===== config.mk =====
export PLATFORM = sky130hd
export DESIGN_NAME = microseq
export DESIGN_NICKNAME = d
export VERILOG_FILES = /design/src/rtl/microseq_pkg.sv /design/src/rtl/microseq_stack.sv /design/src/rtl/microseq.sv
export SDC_FILE = /design/constraint.sdc
export NUM_CORES = 1
export LEC_CHECK = 0
export ABC_AREA = 1
export CAP_MARGIN = 10
export CORE_AREA = 2 2 146 77
export DETAILED_ROUTE_END_ITERATION = 16
export DIE_AREA = 0 0 148 79
export PLACE_DENSITY = 0.51
export SYNTH_ARGS = -nofsm -noshare
export SYNTH_HDL_FRONTEND = slang
export SYNTH_SLANG_ARGS = --single-unit

===== constraint.sdc =====
create_clock -name clk -period 3.2 [get_ports clk]
set_clock_uncertainty 0.1 [all_clocks]
set_input_delay 0.96 -clock clk [delete_from_list [all_inputs] [get_ports clk]]
set_output_delay 0.96 -clock clk [all_outputs]
set_load 0.01 [all_outputs]

===== src/rtl/microseq_pkg.sv =====
// Shared definitions for the microprogram sequencer and the microcode assembler:
// sequencing-op encodings and the micro-address width.
package microseq_pkg;

  localparam int UADDR_W  = 9;
  localparam int SEQ_OP_W = 3;

  localparam logic [SEQ_OP_W-1:0] SEQ_NEXT  = 3'd0;
  localparam logic [SEQ_OP_W-1:0] SEQ_JUMP  = 3'd1;
  localparam logic [SEQ_OP_W-1:0] SEQ_BRT   = 3'd2;
  localparam logic [SEQ_OP_W-1:0] SEQ_BRF   = 3'd3;
  localparam logic [SEQ_OP_W-1:0] SEQ_CALL  = 3'd4;
  localparam logic [SEQ_OP_W-1:0] SEQ_RET   = 3'd5;
  localparam logic [SEQ_OP_W-1:0] SEQ_FETCH = 3'd6;
  localparam logic [SEQ_OP_W-1:0] SEQ_HOLD  = 3'd7;

endpackage


===== src/rtl/microseq_stack.sv =====
// Return-address LIFO for micro-subroutines; top entry lives at index sp-1.
// Pushes when full and pops when empty are ignored.
module microseq_stack #(
  parameter  int DEPTH = 4,
  parameter  int W     = 9,
  localparam int SPW   = $clog2(DEPTH) + 1,
  localparam int IDXW  = $clog2(DEPTH)
) (
  input  logic           clk,
  input  logic           reset,
  input  logic           push,
  input  logic           pop,
  input  logic [W-1:0]   din,
  output logic [W-1:0]   top,
  output logic [SPW-1:0] sp,
  output logic           full,
  output logic           empty
);

  logic [W-1:0]    r_mem [DEPTH];
  logic [SPW-1:0]  r_sp;
  logic [IDXW-1:0] w_top_idx;

  assign full      = (r_sp == SPW'(DEPTH));
  assign empty     = (r_sp == '0);
  assign sp        = r_sp;
  assign w_top_idx = IDXW'(r_sp - SPW'(1));
  assign top       = empty ? '0 : r_mem[w_top_idx];

  always_ff @(posedge clk or negedge reset) begin
    if (!reset) begin
      r_sp <= '0;
      for (int i = 0; i < DEPTH; i++) r_mem[i] <= '0;
    end else if (push && !full) begin
      r_mem[r_sp[IDXW-1:0]] <= din;
      r_sp                  <= r_sp + SPW'(1);
    end else if (pop && !empty) begin
      r_sp <= r_sp - SPW'(1);
    end
  end

endmodule


===== src/rtl/microseq.sv =====
// Microprogram sequencer: next-address mux, micro-PC and return stack in front of the microcode ROM.
// Optional sticky overflow/underflow flags on port err are enabled by defining MICROSEQ_ERR_EN.
module microseq
  import microseq_pkg::*;
#(
  parameter int                 STACK_DEPTH = 4,
  parameter logic [UADDR_W-1:0] RESET_ADDR  = 9'h100,
  parameter logic [UADDR_W-1:0] IRQ_ADDR    = 9'h101
) (
  input  logic                       clk,
  input  logic                       reset,
  input  logic                       enable,
  input  logic [SEQ_OP_W-1:0]        seq_op,
  input  logic [UADDR_W-1:0]         target,
  input  logic                       cond,
  input  logic [7:0]                 opcode,
  input  logic                       irq,
  output logic [UADDR_W-1:0]         addr,
  output logic [UADDR_W-1:0]         upc,
  output logic [$clog2(STACK_DEPTH):0] sp
`ifdef MICROSEQ_ERR_EN
  ,
  output logic [1:0]                 err
`endif
);

  logic [UADDR_W-1:0] r_upc;
  logic [UADDR_W-1:0] w_upc_inc;
  logic [UADDR_W-1:0] w_next;
  logic [UADDR_W-1:0] w_top;
  logic               w_full;
  logic               w_empty;
  logic               w_push;
  logic               w_pop;

  assign w_upc_inc = r_upc + UADDR_W'(1);
  assign w_push    = enable && (seq_op == SEQ_CALL) && !w_full;
  assign w_pop     = enable && (seq_op == SEQ_RET) && !w_empty;

  always_comb begin
    w_next = r_upc;
    case (seq_op)
      SEQ_NEXT:  w_next = w_upc_inc;
      SEQ_JUMP:  w_next = target;
      SEQ_BRT:   w_next = cond ? target : w_upc_inc;
      SEQ_BRF:   w_next = cond ? w_upc_inc : target;
      SEQ_CALL:  w_next = target;
      SEQ_RET:   w_next = w_empty ? RESET_ADDR : w_top;
      SEQ_FETCH: w_next = irq ? IRQ_ADDR : {1'b0, opcode};
      SEQ_HOLD:  w_next = r_upc;
      default:   w_next = r_upc;
    endcase
  end

  // The ROM sees RESET_ADDR for the whole reset window so its first word after release matches upc.
  assign addr = reset ? w_next : RESET_ADDR;
  assign upc  = r_upc;

  always_ff @(posedge clk or negedge reset) begin
    if (!reset) r_upc <= RESET_ADDR;
    else if (enable) r_upc <= w_next;
  end

  microseq_stack #(
    .DEPTH(STACK_DEPTH),
    .W    (UADDR_W)
  ) u_stack (
    .clk  (clk),
    .reset(reset),
    .push (w_push),
    .pop  (w_pop),
    .din  (w_upc_inc),
    .top  (w_top),
    .sp   (sp),
    .full (w_full),
    .empty(w_empty)
  );

`ifdef MICROSEQ_ERR_EN
  logic [1:0] r_err;

  always_ff @(posedge clk or negedge reset) begin
    if (!reset) begin
      r_err <= '0;
    end else if (enable) begin
      if (seq_op == SEQ_CALL && w_full) r_err[0] <= 1'b1;
      if (seq_op == SEQ_RET && w_empty) r_err[1] <= 1'b1;
    end
  end

  assign err = r_err;
`endif

endmodule


* Word level (Yosys, flattened, before mapping) *
Cells that the tools add are included.
Widths: inputs -> output; s select.

operators by class
  bitwise gates (word level) = 2
  reduce and logical (&&, ||, !) cells = 13
  $lt $le $gt $ge = 3
  mux-type cells = 14
  $add $sub $neg = 3
  eq/ne operators = 8

operators with widths
  kind                 number
  $mux 9               8
  $pmux 9 s7           1
  $bwmux 36            1
  $bmux 9 s2           1
  $demux 9 s2          1
  $eq 3x3->1 const B   5
  $add 9x1->9 const B  1
  $logic_and 1x1->1    7
  $eq 3x2->1 const B   2
  $ge 3x3->1 const B   2
  $logic_not 3->1      2
  $mux 3               2
  $not 2->3            2
  $add 3x1->3 const B  1
  $eq 3x1->1 const B   1
  $lt 3x1->1 const B   1
  $sub 3x1->3 const B  1
  $logic_not 1->1      2
  $reduce_bool 2->1    1
  $reduce_or 2->1      1

storage, ports and cells
  register bits after elaboration = 48
  bits of input ports = 25
  word-level logic and storage cells = 49
  output and inout port bits = 21

* Longest topological paths before layout *
  depth in word-level cells = 8
  mapped depth = 13
  depth with buffers taken out = 11

* Cells and area by module *
Synthesis repeated with hierarchy kept, for this count alone.

unflattened totals
  cell total of the unflattened synthesis = 477
  area total of the unflattened synthesis = 3293.2 um^2

modules (own cells, without submodules)
  module          area each (um^2)  instances  cells each  seq. area each (um^2)
  microseq_stack  2123.3            1          260         975.9
  microseq        1169.9            1          217         226.5

* Worst setup path before layout *
Ideal clock, no wire load.

  kind = register -> output
  start point = register u_stack.r_sp[0], in the netlist u_stack.sp[0]
  end point = output addr[6]
  slack = 248 ps
  stages on the path, launching flop included = 13
  buffers on the path = 2
  data arrival time = 1892 ps
  required time = 2140 ps
  cells stage by stage = dfrtp_1 buf_2 inv_1 buf_2 ha_1 clkinv_1 nor2_1 nand2_1 nand2_1 nand2_1 nand2_1 nand3b_1 and2_1

on the way
  word-level cells in the longest chain between the ends = 8
  elaborated cells on any way between the ends = 9
  those cells by class = add/sub (1); mux (6); bitwise (1); reduce/logical (1)

RTL lines
  item                                       RTL line              text
  start: declaration                         microseq_stack.sv:21  logic [SPW-1:0] r_sp;
  start signal: assignment                   microseq_stack.sv:36  r_sp <= r_sp + SPW'(1);
  start signal: assignment                   microseq_stack.sv:38  r_sp <= r_sp - SPW'(1);
  $sub 3x1->3                                microseq_stack.sv:27  assign w_top_idx = IDXW'(r_sp - SPW'(1));
  named net u_stack.w_top_idx[0]             microseq_stack.sv:22  logic [IDXW-1:0] w_top_idx;
  $not 2->3 (implied by the code)            microseq_stack.sv:28  assign top = empty ? '0 : r_mem[w_top_idx];
  $bmux 9 s2                                 microseq_stack.sv:28
  $mux 9 (implied by the code) (2 in a row)  microseq_stack.sv:28
  $mux 9                                     microseq.sv:48        SEQ_RET: w_next = w_empty ? RESET_ADDR : w_top;
  $pmux 9 s7                                 microseq.sv:42        case (seq_op)
  $mux 9                                     microseq.sv:56        assign addr = reset ? w_next : RESET_ADDR;
  end: declaration                           microseq.sv:18        output logic [UADDR_W-1:0] addr,

The timed path passes the listed nets, and every way through them passes these cells. The select of a mux whose other input is x is not followed.

* Worst setup path in the final report *
  start point = input seq_op[2]
  end point = output addr[4]

on the way
  word-level cells in the longest chain between the ends = 4
  elaborated cells on any way between the ends = 11
  those cells by class = eq/ne (7); mux (2); reduce/logical (2)

RTL lines
  item                                             RTL line        text
  start: declaration                               microseq.sv:13  input logic [SEQ_OP_W-1:0] seq_op,
  $eq 3x3->1 / $eq 3x1->1 (equally long branches)  microseq.sv:42
  $reduce_or 2->1 (no line)                        n/a
  $pmux 9 s7 (*)                                   microseq.sv:42
  $mux 9 (*)                                       microseq.sv:56

Mark *: on every way between the ends. The rest lies on a longest branch, timed or not.

==> summary.md <==
| Metric | Value |
|---|---|
| Status | `finished, final reports clean` |
| Sequential power share | `29.8%` |
| Final worst setup slack | `0.0369 ns` |
| Mapped Area | `between 0.003 and 0.004 sq mm` |
| Count of pins over their slew limit | `0` |
| CP max stage cell | `nor2_4` |
| GR Overflow Total | `0` |
| Most used DFF post-synth | `dfrtp_1` |
| Die width | `148 um` |
| Comb pwr share | `a little over half` |
| Num Clock Sinks | `48` |
| Most frequent CP cell | `nand2_4` |
| Num rows | `27` |
| CP delay by family, top | `simple AND/OR/NAND/NOR gates` |
| CP endpoint kind | `output port` |
| Remaining DRCs | `0` |
| Num CTS Buffers | `5` |
| Count of state elements after synthesis | `48` |
| Syn Inst Count | `430` |
| DR WL/cell | `14.9 um` |
| Final setup fails | `0` |
| Hold buffer count at cts | `0` |
| Fillers | `1090` |
| Cell Int Power | `1920 uW` |
| Critical Path AT | `2.10 ns` |
| CTS tree | `done` |
| Measured slew at the worst slew-check pin | `0.383 ns` |
| Htree depth | `2` |
| CTS Buffer Depth | `2` |
| First-pass GRT wire length | `16700 um` |
| Endpoints failing hold | `0` |
| DP HPWL | `~7700 um` |
| Vias per cell | `4.47` |
| Initial DRC Count | `approximately 190` |
| Tot Pwr | `3230 uW` |
| Leakage | `0.00236 uW` |
| Worst path max stage delay | `0.16 ns` |
| Largest net degree at the start of global routing | `31` |
| Distinct cells, synth | `37` |
| Nets | `582` |
| Core Util, Final | `43.1%` |
| Root Buffer | `clkbuf_16` |
| Post-synthesis sequential area ratio | `between 30% and 40%` |
| Type of the worst setup path | `in -> out` |
| Cell breakdown of the critical path | `buf_12, nor2_4, nand2_4, nand2_4, nand2_4, nand2_4, buf_6, buf_6, nand2_2, nand4_1, nand2_1, inv_1, buf_2` |
| Max_cap viols | `0` |
| Synth Area per Inst | `between 7 and 8 sq um` |
| Max-Slew Margin vs Limit | `74.3%` |
| Buf/Inv on CP | `5` |
| GP Congestion | `0.834` |
| Clk network pwr share | `about 17%` |
| Power per cell area | `710 mW/mm^2` |
| Setup TNS | `0 ns` |
| Clk Latency, worst-skew pair | `0.29 ns` |
| Final Critical Period | `~3.2 ns` |
| Synth async-reset ratio | `100%` |
| 1st-pass router iterations | `4` |
| Layout cells sized above 1 | `30.1%` |
| Worst vdd ir | `313 uV` |
| Core area | `0.0105 sq mm` |
| DIE HEIGHT | `79 um` |
| Num ports | `46` |
| Ys Warns | `0` |
| Post-Syn Nets | `461` |
| Total number of vias | `3119` |
| Initial antenna violation count | `0` |
| ANT cells | `0` |
| Crit-path max FO | `7` |
| Worst-path clk slew | `0.06 ns` |
| Sequential Area | `around 0.0012 sq mm` |
| All-Layer GR Usage | `around 19%` |
| Post-route ant nets | `0` |
| Effective utilization at floorplan | `28.7%` |
| Die ar. | `approximately 0.012 sq mm` |
| Worst EP required | `roughly 2.1 ns` |
| Fin crit share | `98.8%` |
| IO Port Bufs | `45` |
| Fmax | `316 MHz` |
| Area Overhead vs Synth | `50.1%` |
| P_sw | `~1300 uW` |
| CP startpoint kind | `primary input` |
| Vias in the first global route | `approximately 3100` |
| Net Sw Frac | `40.5%` |
| Post-synth EDFFs | `0` |
| DP Worst Slack | `-0.880 ns` |
| Unrepaired setup endpoints after global routing | `yes` |
| Area of the multi-input gates | `around 0.0017 sq mm` |
| Hold crit path type | `reg -> reg` |
| Routed WL | `10400 um` |
## kinds of logic after synthesis
group | after synthesis | share of synthesized area, %
simple gates | 251 | 36.2
buf+inv | 66 | 9.09
compound gates | 53 | 10.2
flops | 48 | 39.7
fa+ha+maj | 6 | 2.48
xor+xnor | 5 | 1.94
mux | 1 | 0.372
## stage by stage
stage          hold WS (ns)  instances  cell area (sq um)
2_1_floorplan         0.349        430               3030
3_3_place_gp          0.366        664               4020
3_5_place_dp          0.366        664               4020
4_1_cts               0.385        698               4430
5_1_grt               0.401        697               4540
6_report              0.380        697               4540
## synth_stat cells (3+ instances only)
| cell type | instances | area share (%) |
|---|---|---|
| a21oi_1 | 10 | 1.7 |
| and2_1 | 3 | 0.62 |
| buf_2 | 6 | 0.99 |
| dfrtp_1 | 47 | 39 |
| ha_1 | 6 | 2.5 |
| inv_1 | 51 | 6.3 |
| inv_2 | 3 | 0.37 |
| nand2_1 | 168 | 21 |
| nand2_2 | 10 | 2.1 |
| nand3_1 | 28 | 4.6 |
| nand3b_1 | 3 | 0.74 |
| nand4_1 | 5 | 1.0 |
| nor2_1 | 22 | 2.7 |
| nor2_4 | 4 | 1.5 |
| o21ai_0 | 25 | 4.1 |
| o21ai_1 | 4 | 0.66 |
| o21ai_2 | 6 | 1.7 |
| xor2_1 | 3 | 0.87 |
## placed cells by master (no fill, tap or decap), types with 6 or more instances in the layout
| cell | n |
|---|---|
| a21oi_1 | 8 |
| buf_2 | 10 |
| buf_4 | 67 |
| buf_6 | 11 |
| clkdlybuf4s50_1 | 26 |
| dfrtp_1 | 47 |
| inv_1 | 46 |
| inv_2 | 6 |
| nand2_1 | 153 |
| nand2_2 | 17 |
| nand2_4 | 8 |
| nand3_1 | 22 |
| nand3_2 | 7 |
| nor2_1 | 21 |
| nor2_4 | 6 |
| o21ai_0 | 24 |
| o21ai_2 | 7 |
## registers in the layout, summed over array words and instances (netlist names)
name           cells
upc                9
u_stack.sp         3
u_stack.r_mem     36
## per-layer routing
layer | share of wire (%) | vias up | wire, um | global-route usage [%]
met4 | 0.16 | 0 | 17 | 2.00
met1 | 53 | 1461 | 5510 | 28.7
li1 | - | 1583 | - | -
met3 | 6.6 | 2 | 683 | 4.71
met2 | 40 | 73 | 4190 | 26.4
met5 | 0 | - | 0 | 0
## what timing repair did
item | 4_1_cts | 5_1_grt
pin swaps | 12 | 24
setup buffers | 27 | 2
gates resized for setup | 85 | 42
endpoints found under the setup margin | 9 | 10
## cell type report
class,instances,share of cell area (%)
clock buffer,7,3.14
clock inverter,1,0.165
inverter,57,4.98
multi-input combinational,316,37.6
sequential,48,26.5
tap,145,3.99
timing repair buffer,123,23.7
## worst min-delay path, cell delays in order (launching register included)
cell and delay [ns]:
dfrtp_1 0.34, nand2_1 0.05, nand2_1 0.05
## worst paths after layout
| kind | startpoint | endpoint | slack [ns] | depth (start not counted) |
|---|---|---|---|---|
| max | seq_op[2] | addr[4] | 0.04 | 13 |
| min | u_stack.r_mem[5]$_DFFE_PN0P_ | u_stack.r_mem[5]$_DFFE_PN0P_ | 0.38 | 2 |
| min in group asynchronous | reset | u_stack.r_mem[34]$_DFFE_PN0P_ | 0.40 | 1 |
| max reg2reg | u_stack.sp[0]$_DFFE_PN0P_ | upc[7]$_DFFE_PN0P_ | 0.25 | 22 |
| max in group asynchronous | reset | u_stack.r_mem[24]$_DFFE_PN0P_ | 1.99 | 3 |
| min reg2reg | u_stack.r_mem[5]$_DFFE_PN0P_ | u_stack.r_mem[5]$_DFFE_PN0P_ | 0.38 | 2 |
## power by group through the flow
stage / logic (uW) / clock network, uW / registers [uW]
after floorplan: 856 / 0 / 982
after global placement: 1540 / 0 / 964
after detailed placement: 1550 / 0 / 968
after CTS: 1650 / 570 / 959
after global routing: 1920 / 600 / 989
final: 1710 / 554 / 961
Note: power is estimated with default switching activity, not from simulation.
